`config.mk`:
```
export PLATFORM = sky130hd
export DESIGN_NAME = uart_tx_frame
export DESIGN_NICKNAME = d
export VERILOG_FILES = /design/src/rtl/uart_pkg.sv /design/src/rtl/uart_bit_timer.sv /design/src/rtl/uart_tx_frame.sv
export SDC_FILE = /design/constraint.sdc
export NUM_CORES = 1
export LEC_CHECK = 0
export BUFFER_PORTS_ARGS = -buffer_cell sky130_fd_sc_hd__buf_2
export CAP_MARGIN = 20
export CORE_MARGIN = 1.5
export CORE_UTILIZATION = 40
export CTS_BUF_LIST = sky130_fd_sc_hd__clkbuf_4 sky130_fd_sc_hd__clkbuf_8
export DETAILED_ROUTE_END_ITERATION = 10
export PLACE_DENSITY = 0.66
export SETUP_SLACK_MARGIN = 0.15
export SLEW_MARGIN = 10
export SYNTH_ARGS = -nofsm -noshare
export SYNTH_HDL_FRONTEND = slang
export SYNTH_SLANG_ARGS = --single-unit
```
`constraint.sdc`:
```
create_clock -name i_clk -period 2.3 [get_ports i_clk]
set_input_delay 0.115 -clock i_clk [delete_from_list [all_inputs] [get_ports i_clk]]
set_output_delay 0.115 -clock i_clk [all_outputs]
set_load 0.01 [all_outputs]
```
`src/rtl/uart_pkg.sv`:
```
// Shared encodings for the UART transmitter: FSM states, parity and stop selections.
package uart_pkg;

  typedef enum logic [2:0] {
    IDLE,
    START,
    DATA,
    PARITY,
    STOP
  } state_t;

  localparam logic [1:0] PAR_NONE = 2'b00;
  localparam logic [1:0] PAR_EVEN = 2'b01;
  localparam logic [1:0] PAR_ODD  = 2'b10;

  localparam logic [1:0] STOP_1   = 2'b00;
  localparam logic [1:0] STOP_1P5 = 2'b01;
  localparam logic [1:0] STOP_2   = 2'b10;

  localparam int DBITS_BASE = 5;

  // Keeps only the selected data bits of a byte (dbits=3 -> 8 bits, dbits=0 -> 5 bits).
  function automatic logic [7:0] data_mask(input logic [1:0] dbits);
    return 8'hFF >> (2'd3 - dbits);
  endfunction

endpackage

```
`src/rtl/uart_bit_timer.sv`:
```
// Oversampling tick counter: pulses o_done on the tick that completes a period of i_last+1 ticks.
module uart_bit_timer #(
  parameter int OVS = 16,
  parameter int TW  = $clog2(2 * OVS)
) (
  input  logic          i_clk,
  input  logic          i_reset,
  input  logic          i_s_tick,
  input  logic          i_clear,
  input  logic [TW-1:0] i_last,
  output logic          o_done
);

  logic [TW-1:0] cnt;

  // Terminal count is stored as ticks-1 so 2*OVS still fits in TW bits.
  assign o_done = i_s_tick && (cnt == i_last);

  always_ff @(posedge i_clk or posedge i_reset) begin
    if (i_reset) begin
      cnt <= '0;
    end else if (i_clear) begin
      cnt <= '0;
    end else if (i_s_tick) begin
      cnt <= o_done ? '0 : cnt + 1'b1;
    end
  end

endmodule

```
`src/rtl/uart_tx_frame.sv`:
```
// UART transmitter, one frame per accepted byte, LSB first, format latched at acceptance.
// Define UART_TX_PARITY_EN to compile in the PARITY state and i_parity decoding.
module uart_tx_frame #(
  parameter int OVS = 16
) (
  input  logic       i_clk,
  input  logic       i_reset,
  input  logic       i_s_tick,
  input  logic       i_valid,
  output logic       o_ready,
  input  logic [7:0] i_din,
  input  logic [1:0] i_dbits,
  input  logic [1:0] i_parity,
  input  logic [1:0] i_stop,
  output logic       o_tx,
  output logic       o_busy,
  output logic       o_tx_done_tick
);
  import uart_pkg::*;

  localparam int TW = $clog2(2 * OVS);

  state_t        state, state_next;
  logic [7:0]    shreg, shreg_next;
  logic [2:0]    bitcnt, bitcnt_next;
  logic [1:0]    dbits_q, dbits_next;
  logic [1:0]    stop_q, stop_next;
  logic [2:0]    last_bit;
  logic [TW-1:0] last;
  logic          period_done;
  logic          timer_clear;
  logic          tx_next;
  logic          done_next;
`ifdef UART_TX_PARITY_EN
  logic          par_en_q, par_en_next;
  logic          par_bit_q, par_bit_next;
`else
  logic          unused_parity;
  assign unused_parity = ^(i_parity ^ PAR_NONE);
`endif

  assign o_ready     = (state == IDLE);
  assign o_busy      = (state != IDLE);
  assign last_bit    = 3'(DBITS_BASE - 1) + {1'b0, dbits_q};
  assign timer_clear = (state_next != state);

  always_comb begin
    last = TW'(OVS - 1);
    if (state == STOP) begin
      case (stop_q)
        STOP_1P5: last = TW'(3 * OVS / 2 - 1);
        STOP_2:   last = TW'(2 * OVS - 1);
        STOP_1:   last = TW'(OVS - 1);
        default:  last = TW'(OVS - 1);
      endcase
    end
  end

  uart_bit_timer #(.OVS(OVS), .TW(TW)) u_timer (
    .i_clk    (i_clk),
    .i_reset  (i_reset),
    .i_s_tick (i_s_tick),
    .i_clear  (timer_clear),
    .i_last   (last),
    .o_done   (period_done)
  );

  always_comb begin
    state_next  = state;
    shreg_next  = shreg;
    bitcnt_next = bitcnt;
    dbits_next  = dbits_q;
    stop_next   = stop_q;
    done_next   = 1'b0;
`ifdef UART_TX_PARITY_EN
    par_en_next  = par_en_q;
    par_bit_next = par_bit_q;
`endif
    case (state)
      IDLE: begin
        if (i_valid) begin
          shreg_next  = i_din;
          bitcnt_next = '0;
          dbits_next  = i_dbits;
          stop_next   = i_stop;
`ifdef UART_TX_PARITY_EN
          par_en_next  = (i_parity == PAR_EVEN) || (i_parity == PAR_ODD);
          par_bit_next = (^(i_din & data_mask(i_dbits))) ^ (i_parity == PAR_ODD);
`endif
          state_next  = START;
        end
      end
      START: if (period_done) state_next = DATA;
      DATA: begin
        if (period_done) begin
          shreg_next  = {1'b0, shreg[7:1]};
          bitcnt_next = bitcnt + 3'd1;
          if (bitcnt == last_bit) begin
`ifdef UART_TX_PARITY_EN
            state_next = par_en_q ? PARITY : STOP;
`else
            state_next = STOP;
`endif
          end
        end
      end
`ifdef UART_TX_PARITY_EN
      PARITY: if (period_done) state_next = STOP;
`endif
      STOP: begin
        if (period_done) begin
          state_next = IDLE;
          done_next  = 1'b1;
        end
      end
      default: state_next = IDLE;
    endcase

    // Line level is derived from the next state so o_tx can be registered.
    case (state_next)
      START:   tx_next = 1'b0;
      DATA:    tx_next = shreg_next[0];
`ifdef UART_TX_PARITY_EN
      PARITY:  tx_next = par_bit_q;
`endif
      default: tx_next = 1'b1;
    endcase
  end

  always_ff @(posedge i_clk or posedge i_reset) begin
    if (i_reset) begin
      state          <= IDLE;
      shreg          <= '0;
      bitcnt         <= '0;
      dbits_q        <= '0;
      stop_q         <= '0;
      o_tx           <= 1'b1;
      o_tx_done_tick <= 1'b0;
`ifdef UART_TX_PARITY_EN
      par_en_q       <= 1'b0;
      par_bit_q      <= 1'b0;
`endif
    end else begin
      state          <= state_next;
      shreg          <= shreg_next;
      bitcnt         <= bitcnt_next;
      dbits_q        <= dbits_next;
      stop_q         <= stop_next;
      o_tx           <= tx_next;
      o_tx_done_tick <= done_next;
`ifdef UART_TX_PARITY_EN
      par_en_q       <= par_en_next;
      par_bit_q      <= par_bit_next;
`endif
    end
  end

endmodule

```
; ---- Yosys cells after proc, flatten, opt, wreduce, memory -nomap -nowiden
; Cells that the tools add are included.
; Widths: inputs -> output; s select.
[totals]
out_inout_bits = 4
inputBits = 18
regBits = 25
[op_classes]
n_addsub = 3
muxes = 20
eq_ne = 12
reduce_logical = 7
[ops]
columns = cell, count
row1 = $mux 3, 7
row2 = $mux 5, 4
row3 = $mux 8, 2
row4 = $pmux 8 s2, 1
row5 = $pmux 3 s4, 1
row6 = $pmux 5 s2, 1
row7 = $eq 3x1->1 const B, 2
row8 = $eq 3x2->1 const B, 2
row9 = $pmux 3 s2, 1
row10 = $add 5x1->5 const B, 1
row11 = $eq 5x5->1, 1
row12 = $reduce_bool 2->1, 2
row13 = $add 3x1->3 const B, 1
row14 = $add 3x2->3 const A, 1
row15 = $eq 3x3->1, 1
row16 = $eq 3x3->1 const B, 1
row17 = $logic_not 3->1, 1
row18 = $ne 3x3->1, 1
row19 = $reduce_and 3->1, 1
row20 = $reduce_bool 3->1, 1
row21 = $eq 2x1->1 const B, 1
row22 = $eq 2x2->1 const B, 1
row23 = $mux 1, 2
row24 = $ne 2x1->1 const B, 1
row25 = 4 further kinds, 4

; ---- Depth between registers and ports, before layout
[logic_depth]
depth_word = 9
ltp_mapped = 9

; ---- By module
; A second synthesis with hierarchy kept.
[unflattened]
cells_unflattened = 134
area_unflattened_um2 = 1367.6
[by_module_without_submodules]
columns = mod, n_inst, cells_each, area_each_um2
row1 = uart_tx_frame, 1, 103, 1033.5
row2 = uart_bit_timer, 1, 31, 334.1

; ---- Worst setup path after synthesis
; OpenSTA, ideal clock, no wires.
[synth_path]
path_kind = flip-flop to flip-flop
from = register stop_q[0]
to = register shreg[2]
slack_ps = 363
stages_incl_launch_ff = 8
setup_ps = 126
n_path_buf = 1
arrival_time_ps = 1811
path_cell_list = dfrtp_1 -> ha_1 -> nor4bb_1 -> a31o_1 -> a32oi_1 -> buf_4 -> a21o_1 -> a221o_1
[synth_between]
elab_chain_len = 7
elab_cells_between_ends = 8
[synth_lines]
columns = item, line
row1 = from (decl), uart_tx_frame.sv:27  ; logic [1:0] stop_q, stop_next;
row2 = from (signal assigned), uart_tx_frame.sv:148  ; stop_q <= stop_next;
row3 = $eq 2x2->1 / $eq 2x1->1 (equally long branches), uart_tx_frame.sv:50  ; case (stop_q)
row4 = $pmux 5 s2 (*), uart_tx_frame.sv:50
row5 = $mux 5 (*), uart_tx_frame.sv:49  ; if (state == STOP) begin
row6 = $eq 5x5->1 (*), uart_bit_timer.sv:17  ; assign o_done = i_s_tick && (cnt == i_last);
row7 = $logic_and 1x1->1 (*), uart_bit_timer.sv:17
row8 = $ne 2x1->1 (no line) (*), n/a
row9 = $reduce_and 3->1 (no line) (*), n/a
row10 = to (signal assigned), uart_tx_frame.sv:145  ; shreg <= shreg_next;
row11 = to (decl), uart_tx_frame.sv:24  ; logic [7:0] shreg, shreg_next;
; Mark *: on every way between the ends. The rest lies on a longest branch, timed or not.
; A chain may end at the register's enable or synchronous reset.

; ---- Final worst setup path
[layout_path]
from = register stop_q[0]
to = register state[2]
[layout_between]
elab_chain_len = 7
elab_cells_between_ends = 10
[layout_lines]
columns = item, line
row1 = $eq 2x2->1 / $eq 2x1->1 (equally long branches), uart_tx_frame.sv:50
row2 = $pmux 5 s2 (*), uart_tx_frame.sv:50
row3 = $mux 5 (*), uart_tx_frame.sv:49
row4 = $eq 5x5->1 (*), uart_bit_timer.sv:17
row5 = $logic_and 1x1->1 (*), uart_bit_timer.sv:17
row6 = $mux 3 (on tied branches), "uart_tx_frame.sv:111, uart_tx_frame.sv:93, uart_tx_frame.sv:95"
row7 = $pmux 3 s4 (*), uart_tx_frame.sv:79  ; case (state)
row8 = via state_next[2], uart_tx_frame.sv:23  ; state_t state, state_next;
row9 = to (signal assigned), uart_tx_frame.sv:144  ; state <= state_next;
row10 = to (decl), uart_tx_frame.sv:23
; Mark *: on every way through the listed nets, which the timed path passes. The rest lies on a longest branch.

==> impl_metrics.tcl <==
set metrics [dict create \
    synth_compound_area_share_pct 18.1 \
    final_cells 222 \
    post_drt_wl_per_cell_microns 13.5 \
    cts_root_buffer "clkbuf_4" \
    drv_cap 0 \
    final_common_cell "dfrtp_1" \
    die_y_microns 62.3 \
    layout_common_cells "dfrtp_1 (24), buf_2 (19), nand2_1 (15)" \
    pwr-share-clk_pct 15.0 \
    clock_skew_ns 0.00936 \
    setup_viol 0 \
    slew_headroom_pct 62.8 \
    drt-vias-per-instance 5.42 \
    rr_worst_depth 7 \
    diodes 0 \
    finalHoldViolCount 0 \
    rsz0062_at_grt "no" \
    cts_buffer_depth 2 \
    p_switching_uw 492 \
    ys_seq_area_share_pct 44.6 \
    postSynthAreaPerCell_sq_um 9.31 \
    synth_fa_ha_area_share_pct 3.38 \
    start_util_pct 41.8 \
    end_kind "flop" \
    crit_path_start_kind "flop" \
    power_density_nw_per_um2 829 \
    worstPathRequired_ns 2.56 \
    insertion_delay_ns 0.32 \
    slew_violations 0 \
    ys_ff_latch 25 \
    cts_tree "done" \
    pin_count 22 \
    fill_cells 358 \
    wl_mm 3.00 \
    p_int_uw 907 \
    grt_pass1_vias 1171 \
    synth_edf_count 0 \
    drcViolationCount 0 \
    grtUsageTotal_pct 16.1 \
    timing.fmax_mhz 480 \
    die-area_sq_um 3880 \
    htreeDepth 1 \
    switching_share_pct 35.1 \
    synth_top_family_by_area "simple AND/OR/NAND/NOR gates" \
    min_period_over_period_pct 90.7 \
    multi_input_area_sq_um 759 \
    arrival_ns 2.35 \
    antenna_found_initial 0 \
    ant_nets 0 \
    post-route-util_pct 50.1 \
    row_count 21 \
    synth_xor_area_share_pct 3.12 \
    min_path_type "input pin to flop" \
    cp_max_fo 7 \
    drt-initial-drc-count 45 \
    peakVddDrop_mv 0.474 \
    cts_sinks 25 \
    vias 1203 \
    drive_gt1_share_pct 27.3 \
    hpwl_mm 2.20 \
    p_leak_nw 0.726 \
    whs_path_depth 2 \
    seq_area_sq_um 627 \
    synth.cell_area_sq_um 1410 \
    synth.area.mux_share_pct 3.83 \
    areaGrowthSynthToFinish_pct 20.0 \
    grt_max_degree 26 \
    crit_type "flop to flop" \
    yosysWarnings 0 \
    dieWidth_microns 62.3 \
    status "finished clean" \
    power_frac_seq_pct 48.6 \
    fin_crit_ns 2.09 \
    port_buffers 19 \
    worstMarginPinSlew_ns 0.557 \
    reg2reg_slack_ns 0.21 \
    syn_inst 151 \
    syn_nets 172 \
    pwr-share-comb_pct 36.3 \
    drt_pass1_iterations 4 \
    coreArea_sq_um 3360 \
    synth-simple-area-share_pct 21.8 \
    dp.cells 214 \
    finalSetupTns_ns 0 \
    grt.overflow.total 0 \
    path_clk_slew_ns 0.14 \
    cts-buffers-inserted 3 \
    nets 198 \
    synth_ff_type "dfrtp_1" \
    place_congestion 0.896 \
    synth-async-reset-ratio_pct 100 \
    grt_pass1_wl_mm 5.13 \
    synth.distinct_cells 45 \
]
==> what timing repair did <==
item	4_1_cts	5_1_grt
endpoints found under the hold margin	1	13
setup endpoints to repair	8	5
setup buffers	0	1
gates cloned	0	0
pin swaps	1	3
resized for setup	4	5
hold buffers	1	1
==> power by group through the flow <==
| stage | Clock, mW | Combinational (mW) | Sequential, mW |
|---|---|---|---|
| global placement | 0 | 0.427 | 0.668 |
| floorplan | 0 | 0.352 | 0.653 |
| CTS | 0.220 | 0.476 | 0.669 |
| finish | 0.210 | 0.508 | 0.681 |
| global route | 0.231 | 0.574 | 0.697 |
| detailed placement | 0 | 0.457 | 0.677 |
==> cells by family (layout without fill, tap and decap cells) <==
logic type / Yosys count / in the layout
muxes: 5 / 5
AOI/OAI and AO/OA: 37 / 37
DFF: 25 / 25
xor gates and xnor gates: 5 / 5
adders and majority gates: 4 / 4
buffers and inverters: 17 / 42
and+or+nand+nor: 58 / 58
==> metal layers <==
metal  wire (microns)  GRT usage [%]  share of wire (%)  vias up
met1             1300           20.3                 43      593
met2             1550           28.9                 52       24
met3               91           1.63                3.0        6
li1                 -              -                  -      580
met5                0              0                  0        -
met4               54           5.56                1.8        0
==> per-stage QoR <==
| stage | setup slack, ns | power, mW | instance area [sq um] | hold slack, ns |
|---|---|---|---|---|
| 3_3_place_gp | 0.136 | 1.09 | 1560 | 0.324 |
| 2_1_floorplan | 0.363 | 1.00 | 1410 | 0.142 |
| 6_report | 0.214 | 1.40 | 1690 | 0.0233 |
| 3_5_place_dp | 0.0360 | 1.13 | 1560 | 0.342 |
| 4_1_cts | 0.166 | 1.36 | 1630 | 0.00999 |
| 5_1_grt | 0.165 | 1.50 | 1690 | 0.0205 |
==> worst max-delay path, cell delays in order (launching register included) <==
cell      delay, ns
dfrtp_1        0.43
ha_4           0.27
nor4bb_4       0.17
a31o_1         0.19
a32oi_4        0.16
or2_1          0.29
or3_1          0.37
a21oi_2        0.15
==> registers in the layout, indices dropped and copies added, names as in the netlist <==
signal          count
state               3
o_tx_done_tick      1
o_tx                1
bitcnt              3
shreg               8
dbits_q             2
stop_q              2
u_timer.cnt         5
==> area by class of cell <==
cell class / instances / share of cell area [%]
Clock buffer: 4 / 1.78
Inverter: 10 / 2.23
Multi-Input combinational cell: 109 / 45.0
Sequential cell: 25 / 37.2
Tap cell: 46 / 3.41
Timing Repair Buffer: 28 / 10.4
==> synthesized netlist by cell type (4+ instances only) <==
| master | n | area [sq um] |
|---|---|---|
| a31oi_1 | 4 | 25.0 |
| nand3_1 | 8 | 40.0 |
| a21oi_1 | 6 | 30.0 |
| nand2b_1 | 4 | 25.0 |
| o21ai_0 | 11 | 55.1 |
| dfrtp_1 | 24 | 601 |
| inv_1 | 10 | 37.5 |
| nor2_1 | 14 | 52.6 |
| buf_2 | 4 | 20.0 |
| nand2_1 | 15 | 56.3 |
==> final timing paths <==
path	startpoint	endpoint
setup / recovery	stop_q[0]	state[2]
hold / removal	i_dbits[0]	dbits_q[0]
setup reg to reg	stop_q[0]	state[2]
hold reg to reg	shreg[3]	shreg[3]
max in group asynchronous	i_reset	o_tx
min in group asynchronous	i_reset	shreg[6]
(Power assumes the default switching activity.)
